==> src/rtl/barrido_pkg.sv <==
// Shared definitions for the multiplexed seven-segment scanner.
//
// Contents:
//   scan_state_t  - scanner FSM states (BLANK dead time, ON digit slot)
//   SEG_OFF       - all segments dark, active-high encoding
//   SEG_0..SEG_F  - hex glyphs, bit order {g,f,e,d,c,b,a}, active-high
//   PWM_PERIOD    - length of the free-running brightness counter cycle
package barrido_pkg;

  typedef enum logic {
    BLANK = 1'b0,
    ON    = 1'b1
  } scan_state_t;

  localparam logic [6:0] SEG_OFF = 7'h00;
  localparam logic [6:0] SEG_0   = 7'h3F;
  localparam logic [6:0] SEG_1   = 7'h06;
  localparam logic [6:0] SEG_2   = 7'h5B;
  localparam logic [6:0] SEG_3   = 7'h4F;
  localparam logic [6:0] SEG_4   = 7'h66;
  localparam logic [6:0] SEG_5   = 7'h6D;
  localparam logic [6:0] SEG_6   = 7'h7D;
  localparam logic [6:0] SEG_7   = 7'h07;
  localparam logic [6:0] SEG_8   = 7'h7F;
  localparam logic [6:0] SEG_9   = 7'h6F;
  localparam logic [6:0] SEG_A   = 7'h77;
  localparam logic [6:0] SEG_B   = 7'h7C;
  localparam logic [6:0] SEG_C   = 7'h39;
  localparam logic [6:0] SEG_D   = 7'h5E;
  localparam logic [6:0] SEG_E   = 7'h79;
  localparam logic [6:0] SEG_F   = 7'h71;

  // Brightness counter runs 0..PWM_PERIOD-1, so level 15 means always lit.
  localparam int PWM_PERIOD = 15;

endpackage

==> src/rtl/module_hex_to_7seg.sv <==
// Combinational hex-to-seven-segment decoder.
//
// Ports:
//   code_i  in  4  hex digit 0..F
//   seg_o   out 7  segments {g,f,e,d,c,b,a}, active-high
module module_hex_to_7seg
  import barrido_pkg::*;
(
  input  logic [3:0] code_i,
  output logic [6:0] seg_o
);

  // Plain lookup of the sixteen hex glyphs; polarity is handled by the caller.
  always_comb begin
    seg_o = SEG_OFF;
    unique case (code_i)
      4'h0: seg_o = SEG_0;
      4'h1: seg_o = SEG_1;
      4'h2: seg_o = SEG_2;
      4'h3: seg_o = SEG_3;
      4'h4: seg_o = SEG_4;
      4'h5: seg_o = SEG_5;
      4'h6: seg_o = SEG_6;
      4'h7: seg_o = SEG_7;
      4'h8: seg_o = SEG_8;
      4'h9: seg_o = SEG_9;
      4'hA: seg_o = SEG_A;
      4'hB: seg_o = SEG_B;
      4'hC: seg_o = SEG_C;
      4'hD: seg_o = SEG_D;
      4'hE: seg_o = SEG_E;
      4'hF: seg_o = SEG_F;
      default: seg_o = SEG_OFF;
    endcase
  end

endmodule

==> src/rtl/module_barrido_mux.sv <==
// Multiplexed scanner for N seven-segment digits with dead-time blanking,
// per-digit enable mask, 4-bit PWM brightness and frame-synchronous double
// buffering of the digit data.
//
// Ports:
//   clk          in  1                  system clock
//   rst          in  1                  asynchronous active-high reset
//   load         in  1                  capture digits_in into the shadow buffer
//   digits_in    in  N_DIGITS*DIGIT_W   digit codes, digit 0 in the LSBs
//   enable_mask  in  N_DIGITS           1 = digit takes part in the scan
//   brightness   in  4                  duty level, 0 = dark, 15 = full
//   col          out N_DIGITS           one-hot column drive
//   seg          out 7                  segments {g,f,e,d,c,b,a}
//   digit_idx    out $clog2(N_DIGITS)   index of the current slot
//   frame_done   out 1                  one-cycle pulse at each frame wrap
//
// Optional build macro: BARRIDO_LEADING_ZERO_BLANK_EN
//   When defined, leading zero digits (index > 0, code 0, every higher
//   enabled digit also 0) keep their column timing but show no segments.
module module_barrido_mux
  import barrido_pkg::*;
#(
  parameter int   N_DIGITS       = 4,
  parameter int   DIGIT_W        = 4,
  parameter int   WAIT_TIME      = 27000,
  parameter int   BLANK_TIME     = 270,
  parameter logic COL_ACTIVE_LOW = 1'b0,
  parameter logic SEG_ACTIVE_LOW = 1'b0,
  localparam int  IDX_W          = $clog2(N_DIGITS)
)
(
  input  logic                          clk,
  input  logic                          rst,
  input  logic                          load,
  input  logic [N_DIGITS*DIGIT_W-1:0]   digits_in,
  input  logic [N_DIGITS-1:0]           enable_mask,
  input  logic [3:0]                    brightness,
  output logic [N_DIGITS-1:0]           col,
  output logic [6:0]                    seg,
  output logic [IDX_W-1:0]              digit_idx,
  output logic                          frame_done
);

  localparam int SLOT_W  = (WAIT_TIME > 1) ? $clog2(WAIT_TIME) : 1;
  localparam int BLANK_W = (BLANK_TIME > 1) ? $clog2(BLANK_TIME) : 1;
  localparam logic [SLOT_W-1:0]  SLOT_LAST  = SLOT_W'(WAIT_TIME - 1);
  localparam logic [BLANK_W-1:0] BLANK_LAST = BLANK_W'(BLANK_TIME - 1);
  localparam logic [3:0]         PWM_LAST   = 4'(PWM_PERIOD - 1);

  scan_state_t                   state_q, state_d;
  logic [BLANK_W-1:0]            blankCnt_q, blankCnt_d;
  logic [SLOT_W-1:0]             slotCnt_q, slotCnt_d;
  logic [IDX_W-1:0]              idx_q, idx_d;
  logic [N_DIGITS*DIGIT_W-1:0]   shadow_q;
  logic [N_DIGITS*DIGIT_W-1:0]   active_q, active_d;
  logic                          frameDone_q, frameDone_d;
  logic [3:0]                    pwmCnt_q;
  logic [N_DIGITS-1:0]           col_q, col_d;
  logic [6:0]                    seg_q, seg_d;
  logic [IDX_W-1:0]              idxOut_q;

  logic                          maskAny;
  logic                          blankDone;
  logic [IDX_W-1:0]              nextIdx;
  logic [IDX_W-1:0]              lowIdx;
  logic [IDX_W-1:0]              afterIdx;
  logic                          afterFound;
  logic                          wrap;
  logic [DIGIT_W-1:0]            curCode;
  logic [6:0]                    decSeg;
  logic                          colOn;
  logic                          suppress;

  assign maskAny   = |enable_mask;
  assign blankDone = (BLANK_TIME == 0) || (blankCnt_q == BLANK_LAST);

  // Circular search for the next enabled digit. Scanning from the top down
  // leaves the lowest enabled index overall in lowIdx and the lowest enabled
  // index above the current one in afterIdx. Having nothing above the
  // current slot means the scan wraps, which is the frame boundary.
  always_comb begin
    lowIdx     = '0;
    afterIdx   = '0;
    afterFound = 1'b0;
    for (int j = N_DIGITS - 1; j >= 0; j--) begin
      if (enable_mask[j]) begin
        lowIdx = IDX_W'(j);
        if (IDX_W'(j) > idx_q) begin
          afterIdx   = IDX_W'(j);
          afterFound = 1'b1;
        end
      end
    end
    nextIdx = afterFound ? afterIdx : lowIdx;
    wrap    = !afterFound;
  end

  // Code of the digit currently being scanned, taken from the active buffer.
  always_comb begin
    curCode = '0;
    for (int j = 0; j < N_DIGITS; j++) begin
      if (IDX_W'(j) == idx_q) begin
        curCode = active_q[j*DIGIT_W +: DIGIT_W];
      end
    end
  end

`ifdef BARRIDO_LEADING_ZERO_BLANK_EN
  // A digit is a leading zero when it is zero and every enabled digit above
  // it is zero as well; digit 0 is never suppressed so "0" stays visible.
  always_comb begin
    logic higherZero;
    higherZero = 1'b1;
    for (int j = 0; j < N_DIGITS; j++) begin
      if ((IDX_W'(j) > idx_q) && enable_mask[j] &&
          (active_q[j*DIGIT_W +: DIGIT_W] != '0)) begin
        higherZero = 1'b0;
      end
    end
    suppress = (idx_q != '0) && (curCode == '0) && higherZero;
  end
`else
  assign suppress = 1'b0;
`endif

  module_hex_to_7seg u_hex_to_7seg (
    .code_i (4'(curCode)),
    .seg_o  (decSeg)
  );

  // Scan FSM: BLANK holds the columns dark for BLANK_TIME cycles, ON lights
  // the selected digit for WAIT_TIME cycles and then advances the index. The
  // active buffer only changes on a wrap so a frame never shows mixed data.
  always_comb begin
    state_d     = state_q;
    blankCnt_d  = blankCnt_q;
    slotCnt_d   = slotCnt_q;
    idx_d       = idx_q;
    active_d    = active_q;
    frameDone_d = 1'b0;
    unique case (state_q)
      BLANK: begin
        if (!maskAny) begin
          blankCnt_d = '0;
        end else if (blankDone) begin
          blankCnt_d = '0;
          slotCnt_d  = '0;
          state_d    = ON;
          if (!enable_mask[idx_q]) begin
            idx_d = lowIdx;
          end
        end else begin
          blankCnt_d = blankCnt_q + 1'b1;
        end
      end
      ON: begin
        if (slotCnt_q == SLOT_LAST) begin
          slotCnt_d = '0;
          state_d   = ((BLANK_TIME == 0) && maskAny) ? ON : BLANK;
          if (maskAny) begin
            idx_d = nextIdx;
            if (wrap) begin
              active_d    = shadow_q;
              frameDone_d = 1'b1;
            end
          end
        end else begin
          slotCnt_d = slotCnt_q + 1'b1;
        end
      end
      default: state_d = BLANK;
    endcase
  end

  // Column is lit only while ON, still enabled, and inside the PWM window.
  // Segments follow the column so nothing glows on a dark column.
  always_comb begin
    colOn = (state_q == ON) && enable_mask[idx_q] && (pwmCnt_q < brightness);
    col_d = colOn ? (N_DIGITS'(1) << idx_q) : '0;
    seg_d = (colOn && !suppress) ? decSeg : SEG_OFF;
  end

  // All state, counters, buffers and the registered pin drive. The output
  // registers reset to the dark level so the pins blank the moment rst rises.
  always_ff @(posedge clk or posedge rst) begin
    if (rst) begin
      state_q     <= BLANK;
      blankCnt_q  <= '0;
      slotCnt_q   <= '0;
      idx_q       <= '0;
      shadow_q    <= '0;
      active_q    <= '0;
      frameDone_q <= 1'b0;
      pwmCnt_q    <= '0;
      col_q       <= '0;
      seg_q       <= SEG_OFF;
      idxOut_q    <= '0;
    end else begin
      state_q     <= state_d;
      blankCnt_q  <= blankCnt_d;
      slotCnt_q   <= slotCnt_d;
      idx_q       <= idx_d;
      active_q    <= active_d;
      frameDone_q <= frameDone_d;
      pwmCnt_q    <= (pwmCnt_q == PWM_LAST) ? 4'd0 : pwmCnt_q + 4'd1;
      col_q       <= col_d;
      seg_q       <= seg_d;
      idxOut_q    <= idx_q;
      if (load) begin
        shadow_q <= digits_in;
      end
    end
  end

  assign col        = col_q ^ {N_DIGITS{COL_ACTIVE_LOW}};
  assign seg        = seg_q ^ {7{SEG_ACTIVE_LOW}};
  assign digit_idx  = idxOut_q;
  assign frame_done = frameDone_q;

endmodule

==> config.mk <==
export PLATFORM = sky130hd
export DESIGN_NAME = module_barrido_mux
export DESIGN_NICKNAME = d
export VERILOG_FILES = /design/src/rtl/barrido_pkg.sv /design/src/rtl/module_hex_to_7seg.sv /design/src/rtl/module_barrido_mux.sv
export SDC_FILE = /design/constraint.sdc
export NUM_CORES = 1
export LEC_CHECK = 0
export ABC_AREA = 1
export CELL_PAD_IN_SITES_DETAIL_PLACEMENT = 1
export CELL_PAD_IN_SITES_GLOBAL_PLACEMENT = 1
export CORE_MARGIN = 5
export CORE_UTILIZATION = 30
export CTS_CLUSTER_DIAMETER = 80
export DETAILED_ROUTE_END_ITERATION = 8
export PLACE_DENSITY = 0.59
export SLEW_MARGIN = 20
export SYNTH_ARGS = -nofsm -noshare
export SYNTH_HDL_FRONTEND = slang
export SYNTH_SLANG_ARGS = --single-unit
==> constraint.sdc <==
create_clock -name clk -period 4.9 [get_ports clk]
set_clock_uncertainty 0.2 [all_clocks]
set_input_delay 0.98 -clock clk [delete_from_list [all_inputs] [get_ports clk]]
set_output_delay 0.98 -clock clk [all_outputs]
set_load 0.02 [all_outputs]
### After elaboration in Yosys (flattened, before gate mapping)

Memory sizes are Yosys's and may differ from the RTL's.
Cells that the tools add are included.

| cells by class | value |
|---|---|
| add/sub/neg operators | 3 |
| shift-type cells | 1 |
| eq/ne operators | 11 |
| mux-type cells | 50 |
| reductions and logical operators | 7 |
| bitwise logic cells | 2 |
| order comparisons | 6 |

Operators with widths:

| kind | count |
|---|---|
| $mux 15 | 3 |
| $mux 2 | 18 |
| $pmux 15 s2 | 1 |
| $mux 4 | 6 |
| $mux 9 | 2 |
| $mux 1 | 16 |
| $add 15x1->15 const B | 1 |
| $eq 15x15->1 const B | 1 |
| $add 9x1->9 const B | 1 |
| $eq 9x9->1 const B | 1 |
| $mux 7 | 1 |
| $ne 2x2->1 const B | 3 |
| $reduce_and 5->1 | 1 |
| $add 4x1->4 const B | 1 |
| $eq 2x2->1 const A | 2 |
| $eq 4x4->1 const B | 1 |
| $gt 1x2->1 const A | 2 |
| $gt 2x2->1 const A | 2 |
| $lt 4x4->1 | 1 |
| $ne 2x1->1 const B | 2 |
| $pmux 2 s2 | 1 |
| $reduce_and 4->1 | 1 |
| $reduce_or 4->1 | 1 |
| $shl 1x2->4 const A | 1 |
| other kinds (8) | 10 |

| word-level totals | value |
|---|---|
| logic and storage cells | 92 |
| bits of input ports | 27 |
| memories | 1 |
| output and inout port bits | 14 |
| bits in read-only memories | 112 |
| flip-flop bits (word level) | 77 |

Memory list:

| name | words | width | rd ports | clocked after memory_dff | wr ports | line | source |
|---|---|---|---|---|---|---|---|
| (name not given) | 16 | 7 | 1 | 0 | 0 | module_hex_to_7seg.sv:16 | `unique case (code_i)` |

### Logic depth before layout (Yosys ltp)

Gate-level depths: netlist of the first run.

| depth | value |
|---|---|
| word-level depth | 13 |
| mapped depth | 13 |
| depth with buffers taken out | 12 |

### Hierarchy

From an unflattened synthesis of the first run, not the netlist that was laid out.

| unflattened totals | value |
|---|---|
| cell total of the unflattened synthesis | 518 |
| area, all modules | 4,101.4 um^2 |

By module, submodules not included:

| module | cells an instance | instances | sequential area each (um^2) | area each (um^2) |
|---|---|---|---|---|
| module_barrido_mux | 466 | 1 | 1,926.8 | 3,831.2 |
| module_hex_to_7seg | 52 | 1 | 0.0 | 270.3 |

### Least setup slack after synthesis of the first run

No wires, ideal clock.

| timing path | value |
|---|---|
| path type | input to register |
| from | in brightness[1] |
| to | reg col_q[2], in the netlist col[2] |
| required time | 4.614 ns |
| arrival | 1.936 ns |
| stages | 8 |
| setup time | 0.086 ns |
| path buffers | 0 |
| setup slack | 2.678 ns |
| path through | inv_1 ha_1 a21boi_0 o21bai_1 nand2_1 nor2_4 inv_1 nor3_1 |

| between the ends | value |
|---|---|
| longest elaborated chain between the ends | 3 |

Ends and longest elaborated chain:

| item | line | source |
|---|---|---|
| start, declared | module_barrido_mux.sv:37 | `input logic [3:0] brightness,` |
| $lt 4x4->1 | module_barrido_mux.sv:178 | `colOn = (state_q == ON) && enable_mask[idx_q] && (pwmCnt_q < brightness);` |
| $logic_and 1x1->1 | module_barrido_mux.sv:178 |  |
| $mux 4 | module_barrido_mux.sv:179 | `col_d = colOn ? (N_DIGITS'(1) << idx_q) : '0;` |
| named net col_d[2] | module_barrido_mux.sv:58 | `logic [N_DIGITS-1:0] col_q, col_d;` |
| end signal, assigned | module_barrido_mux.sv:206 | `col_q <= col_d;` |
| end, declared | module_barrido_mux.sv:58 |  |

The timed path passes the listed nets, and every way through them passes these cells.
A chain may end at the register's enable or synchronous reset.

### Final worst setup path of the first run

| timing path | value |
|---|---|
| from | reg state_q |
| to | reg active_q[8] |

| between the ends | value |
|---|---|
| longest elaborated chain between the ends | 1 |

Ends and longest elaborated chain:

| item | line | source |
|---|---|---|
| start, declared | module_barrido_mux.sv:50 | `scan_state_t state_q, state_d;` |
| start signal, assigned | module_barrido_mux.sv:199 | `state_q <= state_d;` |
| $reduce_and 4->1 (no source line) | - |  |
| end signal, assigned | module_barrido_mux.sv:203 | `active_q <= active_d;` |
| end, declared | module_barrido_mux.sv:55 | `logic [N_DIGITS*DIGIT_W-1:0] active_q, active_d;` |

Every way passes these cells.

==> impl_metrics.env, run 1 <==
export IMPL_comb_power_share_pct=5.8
export IMPL_core_um2=13300
export IMPL_worst_endpoint_required_ns=4.93
export IMPL_yosys_area_top_type="dfrtp_1"
export IMPL_grt_start_max_net_pins=43
export IMPL_hold_viol=0
export IMPL_drc=0
export IMPL_p_leak_uw=0.00237
export IMPL_fin_crit_sh_pct=52.9
export IMPL_cts_resized=0
export IMPL_yosys_top_cells_count="nand2_1, dfrtp_1, nand3_1, inv_1, nor2_1"
export IMPL_synth_seq_cells=77
export IMPL_pre_cts_ws_ns=1.95
export IMPL_globalplace_congestion=0.815
export IMPL_layout_min_cycle_time_ns=2.59
export IMPL_crit_start="state_q"
export IMPL_synth_area_um2=4120
export IMPL_areaGrowthSynthToFinish_pct=21.7
export IMPL_reg2reg_slack_ns=2.31
export IMPL_powerDensity_nw_per_um2=302
export IMPL_syn_nets=522
export IMPL_clock_root_buffer="clkbuf_16"
export IMPL_port_buffers=40
export IMPL_critPathCaptureType="register"
export IMPL_grt_antenna_before_repair=0
export IMPL_postLayoutSetupSlackWorst_ns=2.31
export IMPL_yosys_area_top_type_share_pct=46.7
export IMPL_relSlewSlack_pct=41.5
export IMPL_p_seq_share_pct=43.7
export IMPL_min_delay_path_depth=2
export IMPL_rr_startpoint="state_q"
export IMPL_cts_max_level=3
export IMPL_wl_per_cell_um=14.8
export IMPL_p_int_uw=1210
export IMPL_max_freq_ghz=0.386
export IMPL_syn_inst=483
export IMPL_numClockSinks=77
export IMPL_layout_drive_gt1_share_pct=10.8
export IMPL_hp_start="active_q[14]"
export IMPL_cp_start_kind="register"
export IMPL_numCtsBuffers=9
export IMPL_cp_arrival_ns=2.62
export IMPL_dpl_hpwl_um=7730
export IMPL_synth_most_common_cell="nand2_1"
export IMPL_p_clk_share_pct=50.5
export IMPL_ys_types=42
export IMPL_fillCellCount=1627
export IMPL_viasPerCell=4.75
export IMPL_antenna_cells=0
export IMPL_clk_pin_slew_ns=0.06
export IMPL_grtUsageTotal_pct=14.0
export IMPL_postCtsSetupRepairBufs=0
export IMPL_ys_warn_count=0
export IMPL_maxCapViolCount=0
export IMPL_rsz0062_at_grt="false"
export IMPL_tns_ns=0
export IMPL_drt_iter0_markers=124
export IMPL_syn_area_per_cell_um2=8.54
export IMPL_ys_flop_type="dfrtp_1"
export IMPL_status="complete, no violations"
export IMPL_row_count=42
export IMPL_start_util_pct=30.9
export IMPL_critPathKind="register to register"
export IMPL_netSwitchingPower_uw=304
export IMPL_drt_total_wl_um=10400
export IMPL_p_sw_share_pct=20.1
export IMPL_postLayoutCoreUtil_pct=37.6
export IMPL_async_flop_share_pct=100
export IMPL_clock_tree_buffer_depth=2
export IMPL_grt_overflow=0
export IMPL_hp_class="register to register"
export IMPL_ir_drop_v=0.000166
export IMPL_p_total_uw=1510
export IMPL_slew_violations=0
export IMPL_synth_area_leaders="dfrtp_1, nand2_1, nand3_1"
export IMPL_worstSkewPairLatency_ns=0.34
export IMPL_fp_dieH_um=127
export IMPL_cts_tree="built"
export IMPL_vias=3334
export IMPL_whs_endpoint="active_q[14]"
export IMPL_tightest_slew_ns=0.878
export IMPL_synth_edf_count=0
export IMPL_cts_hold_fix_buffers=0
export IMPL_first_global_vias=3632
export IMPL_grt_pass1_wl_um=18300
export IMPL_io_pins=41
export IMPL_r2r_cells=5
export IMPL_timing_rr_end="active_q[8]"
export IMPL_die_w_um=127
export IMPL_setup_viol=0
export IMPL_antenna_left=0
export IMPL_first_pass_iters=5
export IMPL_die_area_um2=16200
export IMPL_path_max_fanout=23
export IMPL_final_nets=560
export IMPL_yosysSeqAreaShare_pct=46.7
## worst max-delay path, stage by stage, from the launching register on
cell     delay (ns)
dfrtp_1        0.91
inv_1          0.52
nor2_8         0.39
nand3_4        0.24
nand2_1        0.13
nand2_1        0.06
## per-stage QoR
| step | std cells | area, um^2 | hold slack (ns) |
|---|---|---|---|
| after detailed placement | 686 | 4680 | 0.268 |
| final | 702 | 5020 | 0.282 |
| after global routing | 702 | 5020 | 0.305 |
| after CTS | 702 | 5020 | 0.283 |
| after global placement | 686 | 4680 | 0.268 |
| after floorplan | 483 | 4120 | 0.174 |
## kinds of logic (layout without fill, tap and decap cells)
family          after synthesis  in the layout  share of synthesized area (%)
simple gates                248            248                           28.7
flops                        77             77                           46.7
buf+inv                      70            113                           7.19
compound gates               48             48                           6.77
mux                          16             16                           4.37
fa+ha+maj                    12             12                           3.64
xor+xnor                     12             12                           2.55
## per-layer routing
metal | share of wire (%) | global-route usage [%] | vias up
met5 | 0 | 0 | -
met4 | 1.4 | 5.30 | 0
met3 | 2.6 | 2.84 | 9
met2 | 48 | 22.7 | 36
met1 | 48 | 18.4 | 1624
li1 | - | - | 1665
## cell usage in the layout, fill, tap and decap left out, drive strengths merged
master,count
o21ai,23
buf,1
dfrtp,77
a21oi,11
nor2b,1
or2,2
a31oi,2
inv,56
a21boi,2
xnor2,2
bufinv,3
nor2,35
mux2,16
o21bai,2
nand3,61
clkdlybuf4s50,40
ha,12
nand4,14
o211ai,1
clkinv,1
nand3b,1
xor2,10
nand2,116
o22ai,7
nor3,17
clkbuf,12
nor4,1
## flip-flops by register name, indices dropped and copies added, names as in the netlist
name and flops:
slotCnt_q 15, col 4, pwmCnt_q 4, idx_q 2, digit_idx 2, blankCnt_q 9
active_q 16, state_q 1, shadow_q 16, seg 7, frame_done 1
## worst max path at each step
stage	endpoint	slack, ns	cells past startpoint
final	active_q[8]	2.31	5
after global routing	active_q[9]	2.10	5
after CTS	active_q[8]	2.23	5
after detailed placement	col[1]	1.95	9
after global placement	seg[4]	1.98	9
after floorplan	active_q[0]	1.75	1
## power by group through the flow
stage	registers (uW)	clock network, uW	logic [uW]
6_report	662	764	87.4
3_3_place_gp	673	0	87.7
5_1_grt	663	824	97.1
3_5_place_dp	673	0	90.0
2_1_floorplan	675	0	41.4
4_1_cts	662	791	90.3
## cell type report
| cell class | count | area, um^2 | area share (%) |
|---|---|---|---|
| Multi-Input combinational cell | 336 | 1900 | 37.8 |
| Timing Repair Buffer | 41 | 420 | 8.38 |
| Inverter | 56 | 210 | 4.19 |
| Sequential cell | 77 | 1930 | 38.4 |
| Clock buffer | 12 | 246 | 4.91 |
| Tap cell | 176 | 220 | 4.39 |
| Clock inverter | 4 | 95.1 | 1.89 |
(Power assumes the default switching activity.)
==> run 2, diff against run 1 <==
==> constraint.sdc (replaced) <==
create_clock -name clk -period 2.7 [get_ports clk]
set_clock_uncertainty 0.2 [all_clocks]
set_input_delay 0.54 -clock clk [delete_from_list [all_inputs] [get_ports clk]]
set_output_delay 0.54 -clock clk [all_outputs]
set_load 0.02 [all_outputs]
==> impl_metrics.env, run 2 (synthesized netlist as in run 1, its figures left out) <==
export IMPL_path_max_fanout=12
export IMPL_numCtsBuffers=9
export IMPL_worstSkewPairLatency_ns=0.35
export IMPL_first_pass_iters=4
export IMPL_areaGrowthSynthToFinish_pct=21.1
export IMPL_tns_ns=0
export IMPL_slew_violations=0
export IMPL_cts_resized=0
export IMPL_grtUsageTotal_pct=14.0
export IMPL_globalplace_congestion=0.845
export IMPL_rsz0062_at_grt="false"
export IMPL_grt_antenna_before_repair=0
export IMPL_r2r_cells=11
export IMPL_tightest_slew_ns=0.567
export IMPL_numClockSinks=77
export IMPL_grtUsageMet3_pct=3.38
export IMPL_grt_pass1_wl_um=18400
export IMPL_p_leak_uw=0.00236
export IMPL_drt_iter0_markers=203
export IMPL_fin_cells=706
export IMPL_powerDensity_nw_per_um2=505
export IMPL_cp_arrival_ns=2.34
export IMPL_gr_max_usage_layer="met2"
export IMPL_antenna_cells=0
export IMPL_row_count=42
export IMPL_hp_class="register to register"
export IMPL_hold_viol=0
export IMPL_start_util_pct=30.9
export IMPL_use_met1_pct=19.0
export IMPL_fin_crit_sh_pct=84.6
export IMPL_clk_pin_slew_ns=0.06
export IMPL_top_regs="active_q x16, shadow_q x16, slotCnt_q x15"
export IMPL_port_buffers=40
export IMPL_met2_usage_pct=21.8
export IMPL_timing_rr_end="seg[2]"
export IMPL_viasPerCell=4.80
export IMPL_clock_tree_buffer_depth=2
export IMPL_relSlewSlack_pct=62.2
export IMPL_antenna_left=0
export IMPL_layout_drive_gt1_share_pct=11.9
export IMPL_postCtsSetupRepairBufs=0
export IMPL_clock_root_buffer="clkbuf_16"
export IMPL_ir_drop_v=0.000322
export IMPL_core_um2=13300
export IMPL_critPathKind="register to register"
export IMPL_wl_per_cell_um=15.0
export IMPL_cts_tree="built"
export IMPL_setup_viol=0
export IMPL_vias=3388
export IMPL_final_cell_mix="nand2_1, dfrtp_1, nand3_1, inv_1, clkdlybuf4s50_1"
export IMPL_die_area_um2=16200
export IMPL_die_w_um=127
export IMPL_cp_start_kind="register"
export IMPL_final_nets=564
export IMPL_status="complete, no violations"
export IMPL_max_freq_ghz=0.438
export IMPL_grt_overflow=0
export IMPL_cts_hold_fix_buffers=0
export IMPL_first_global_vias=3690
export IMPL_reg2reg_slack_ns=0.42
export IMPL_cts_max_level=3
export IMPL_final_common_cell="nand2_1"
export IMPL_fin_hold_ws_ns=0.282
export IMPL_hp_start="active_q[15]"
export IMPL_drc=0
export IMPL_io_pins=41
export IMPL_maxCapViolCount=0
export IMPL_whs_endpoint="active_q[15]"
export IMPL_grt_start_max_net_pins=78
export IMPL_layout_min_cycle_time_ns=2.28
export IMPL_min_delay_path_depth=2
export IMPL_fp_dieH_um=127
export IMPL_worst_endpoint_required_ns=2.76
export IMPL_dpl_hpwl_um=7870
export IMPL_rr_startpoint="idx_q[0]"
export IMPL_critPathCaptureType="register"
export IMPL_dp_cells=690
export IMPL_drt_total_wl_um=10600
## run 2: cell types whose count changed in the layout (fill, tap and decap cells not counted), sizes merged
cell,change
buf,+4
inv,+2
clkinv,+2
clkbuf,-3
bufinv,-3
clkinvlp,+2
## run 2: critical path, cell delays in order (launching register included)
cell and delay (ns):
dfrtp_1 0.70, inv_2 0.15, nor2_1 0.13, nor2_1 0.05, nand3_1 0.11, nand2_1 0.13, inv_1 0.13, ha_1 0.22
inv_1 0.07, nand2_1 0.08, nand2_1 0.06, a21oi_1 0.18
## run 2: worst max path at each step
stage | from | cells past startpoint | end
global route | idx_q[0] | 11 | seg[2]
floorplan | idx_q[0] | 12 | seg[0]
detailed placement | brightness[1] | 9 | seg[2]
CTS | idx_q[0] | 10 | seg[3]
finish | idx_q[0] | 11 | seg[2]
global placement | brightness[1] | 9 | col[2]
## run 2: layout make-up
cell class / instances / area, um^2
clock buffers: 9 / 225
clock inverters: 7 / 56.3
fillers: 1599 / 8360
inverters: 56 / 214
multi-input cells: 336 / 1900
flip-flops and latches: 77 / 1930
well taps: 176 / 220
repair buffers: 45 / 450
## run 2: per-layer routing
| layer | vias up | routed length, um | part of all wire [%] |
|---|---|---|---|
| met5 | - | 0 | 0 |
| met4 | 0 | 169 | 1.6 |
| met3 | 12 | 372 | 3.5 |
| met2 | 56 | 4770 | 45 |
| met1 | 1648 | 5240 | 50 |
| li1 | 1672 | - | - |
## run 2: power by group
part	total [uW]	switching (uW)	leakage (uW)	internal, uW
sequential	1200	15.7	0.000960	1180
combinational	161	77.9	0.00126	82.7
clock	1160	524	0.000137	634
## run 2: through the flow
stage | cell area [um^2] | util, % | setup slack (ns) | total power, uW
final | 4990 | 37.4 | 0.416 | 2520
after global routing | 4990 | 37.4 | 0.177 | 2630
after CTS | 4990 | 37.4 | 0.412 | 2560
after detailed placement | 4710 | 35.3 | 0.139 | 1390
after global placement | 4710 | 35.3 | 0.201 | 1380
after floorplan | 4130 | - | 0.830 | 1300
==> run 3, diff against run 2 <==
==> constraint.sdc (replaced) <==
create_clock -name clk -period 2.35 [get_ports clk]
set_clock_uncertainty 0.2 [all_clocks]
set_input_delay 0.47 -clock clk [delete_from_list [all_inputs] [get_ports clk]]
set_output_delay 0.47 -clock clk [all_outputs]
set_load 0.02 [all_outputs]
==> impl_metrics.env, run 3 (synthesized netlist as in run 1, its figures left out) <==
export IMPL_cp_start_kind="register"
export IMPL_dp_cells=703
export IMPL_clk_pin_slew_ns=0.06
export IMPL_clock_tree_buffer_depth=2
export IMPL_setup_viol=0
export IMPL_viasPerCell=4.75
export IMPL_core_um2=13300
export IMPL_numCtsBuffers=9
export IMPL_clock_root_buffer="clkbuf_16"
export IMPL_crit_chain="buf_4, nor2_4, nand2_1, nand3_1, nand2_1, inv_1, ha_1, inv_1, nand2_1, nand2_1, a21oi_1"
export IMPL_grt_pass1_wl_um=18700
export IMPL_start_util_pct=30.9
export IMPL_grtUsageTotal_pct=14.4
export IMPL_tightest_slew_ns=0.451
export IMPL_drc=0
export IMPL_first_pass_iters=4
export IMPL_layout_min_cycle_time_ns=2.09
export IMPL_wl_per_cell_um=14.7
export IMPL_antenna_cells=0
export IMPL_antenna_left=0
export IMPL_row_count=42
export IMPL_relSlewSlack_pct=69.7
export IMPL_first_global_vias=3737
export IMPL_postCtsSetupRepairBufs=0
export IMPL_tns_ns=0
export IMPL_path_max_fanout=7
export IMPL_final_common_cell="nand2_1"
export IMPL_layout_drive_gt1_share_pct=14.2
export IMPL_status="complete, no violations"
export IMPL_crit_buf_inv=3
export IMPL_cp_top_family="simple AND/OR/NAND/NOR gates"
export IMPL_maxCapViolCount=0
export IMPL_crit_start="idx_q[1]"
export IMPL_dpl_hpwl_um=7920
export IMPL_p_leak_uw=0.00242
export IMPL_drt_iter0_markers=170
export IMPL_top_regs="active_q x16, shadow_q x16, slotCnt_q x15"
export IMPL_port_buffers=40
export IMPL_cp_slowest_cell="dfrtp_1"
export IMPL_cts_tree="built"
export IMPL_worst_path_stages=11
export IMPL_fp_dieH_um=127
export IMPL_drt_total_wl_um=10500
export IMPL_die_w_um=127
export IMPL_powerDensity_nw_per_um2=567
export IMPL_cp_common_cell="nand2_1"
export IMPL_place_area_um2=4820
export IMPL_slowest_delay_ns=0.46
export IMPL_critPathKind="register to register"
export IMPL_grt_start_max_net_pins=78
export IMPL_rsz0062_at_grt="false"
export IMPL_fin_cells=719
export IMPL_cts_max_level=3
export IMPL_areaGrowthSynthToFinish_pct=23.8
export IMPL_die_area_um2=16200
export IMPL_slew_violations=0
export IMPL_postLayoutCoreUtil_pct=38.2
export IMPL_vias=3414
export IMPL_final_nets=577
export IMPL_cp_arrival_ns=2.15
export IMPL_final_cell_mix="nand2_1, dfrtp_1, nand3_1, inv_1, clkdlybuf4s50_1"
export IMPL_max_freq_ghz=0.479
export IMPL_final_area_um2=5100
export IMPL_io_pins=41
export IMPL_grt_antenna_before_repair=0
export IMPL_timing_rr_end="seg[2]"
export IMPL_worstSkewPairLatency_ns=0.34
export IMPL_ir_drop_v=0.000564
export IMPL_globalplace_congestion=0.842
export IMPL_hp_start="active_q[14]"
export IMPL_worst_endpoint_required_ns=2.41
export IMPL_numClockSinks=77
export IMPL_reg2reg_slack_ns=0.26
export IMPL_whs_endpoint="active_q[14]"
export IMPL_rr_startpoint="idx_q[1]"
export IMPL_min_delay_path_depth=2
export IMPL_hp_class="register to register"
export IMPL_hold_viol=0
export IMPL_critPathCaptureType="register"
export IMPL_fin_crit_sh_pct=88.8
export IMPL_r2r_cells=11
export IMPL_grt_overflow=0
-- run 3: cell count changes in the layout (fill, tap and decap cells not counted) --
cell and change:
buf_4 +12, clkinvlp_4 +1, dfrtp_2 +1, dfrtp_1 -1, buf_12 +1, inv_6 +1
clkinv_4 -2
-- run 3: area by class of cell --
class | count | area (um^2)
Fill cell | 1600 | 8250
Tap cell | 176 | 220
Timing Repair Buffer | 58 | 561
Inverter | 56 | 214
Sequential cell | 77 | 1930
Clock buffer | 9 | 225
Multi-Input combinational cell | 336 | 1900
Clock inverter | 7 | 55.1
-- run 3: what timing repair did --
action / CTS / global route
hold buffers: 0 / 0
resized for setup: 0 / 1
endpoints found under the setup margin: 0 / 4
-- run 3: worst register-to-register path: stages, from the launching register on --
cell and delay [ns]:
dfrtp_1 0.46, buf_4 0.21, nor2_4 0.12, nand2_1 0.06, nand3_1 0.12, nand2_1 0.13
inv_1 0.12, ha_1 0.21, inv_1 0.07, nand2_1 0.09, nand2_1 0.06, a21oi_1 0.16
-- run 3: worst max-delay path by stage --
| stage | slack, ns | end |
|---|---|---|
| floorplan | 0.48 | seg[0] |
| global placement | -0.04 | seg[5] |
| detailed placement | -0.1 | col[2] |
| CTS | 0.15 | seg[2] |
| global route | 0.07 | seg[4] |
| finish | 0.26 | seg[2] |
-- run 3: through the flow --
step                hold slack (ns)  worst slack (ns)  total power (uW)
detailed placement            0.267            -0.100              1600
floorplan                     0.174             0.480              1500
CTS                           0.286             0.150              2950
finish                        0.278             0.264              2890
global route                  0.322            0.0741              3030
global placement              0.270           -0.0426              1590
-- run 3: where the power goes --
group / switching (uW) / leakage (uW) / internal, uW
registers: 17.6 / 0.000958 / 1360
logic: 89.0 / 0.00133 / 98.9
clock network: 599 / 0.000133 / 728
-- run 3: metal layers --
| layer | GRT usage, % | vias up | share of wire [%] |
|---|---|---|---|
| met5 | 0 | - | 0 |
| met4 | 4.86 | 0 | 1.3 |
| met3 | 4.76 | 10 | 3.8 |
| met2 | 22.0 | 50 | 45 |
| met1 | 19.1 | 1646 | 49 |
| li1 | - | 1708 | - |
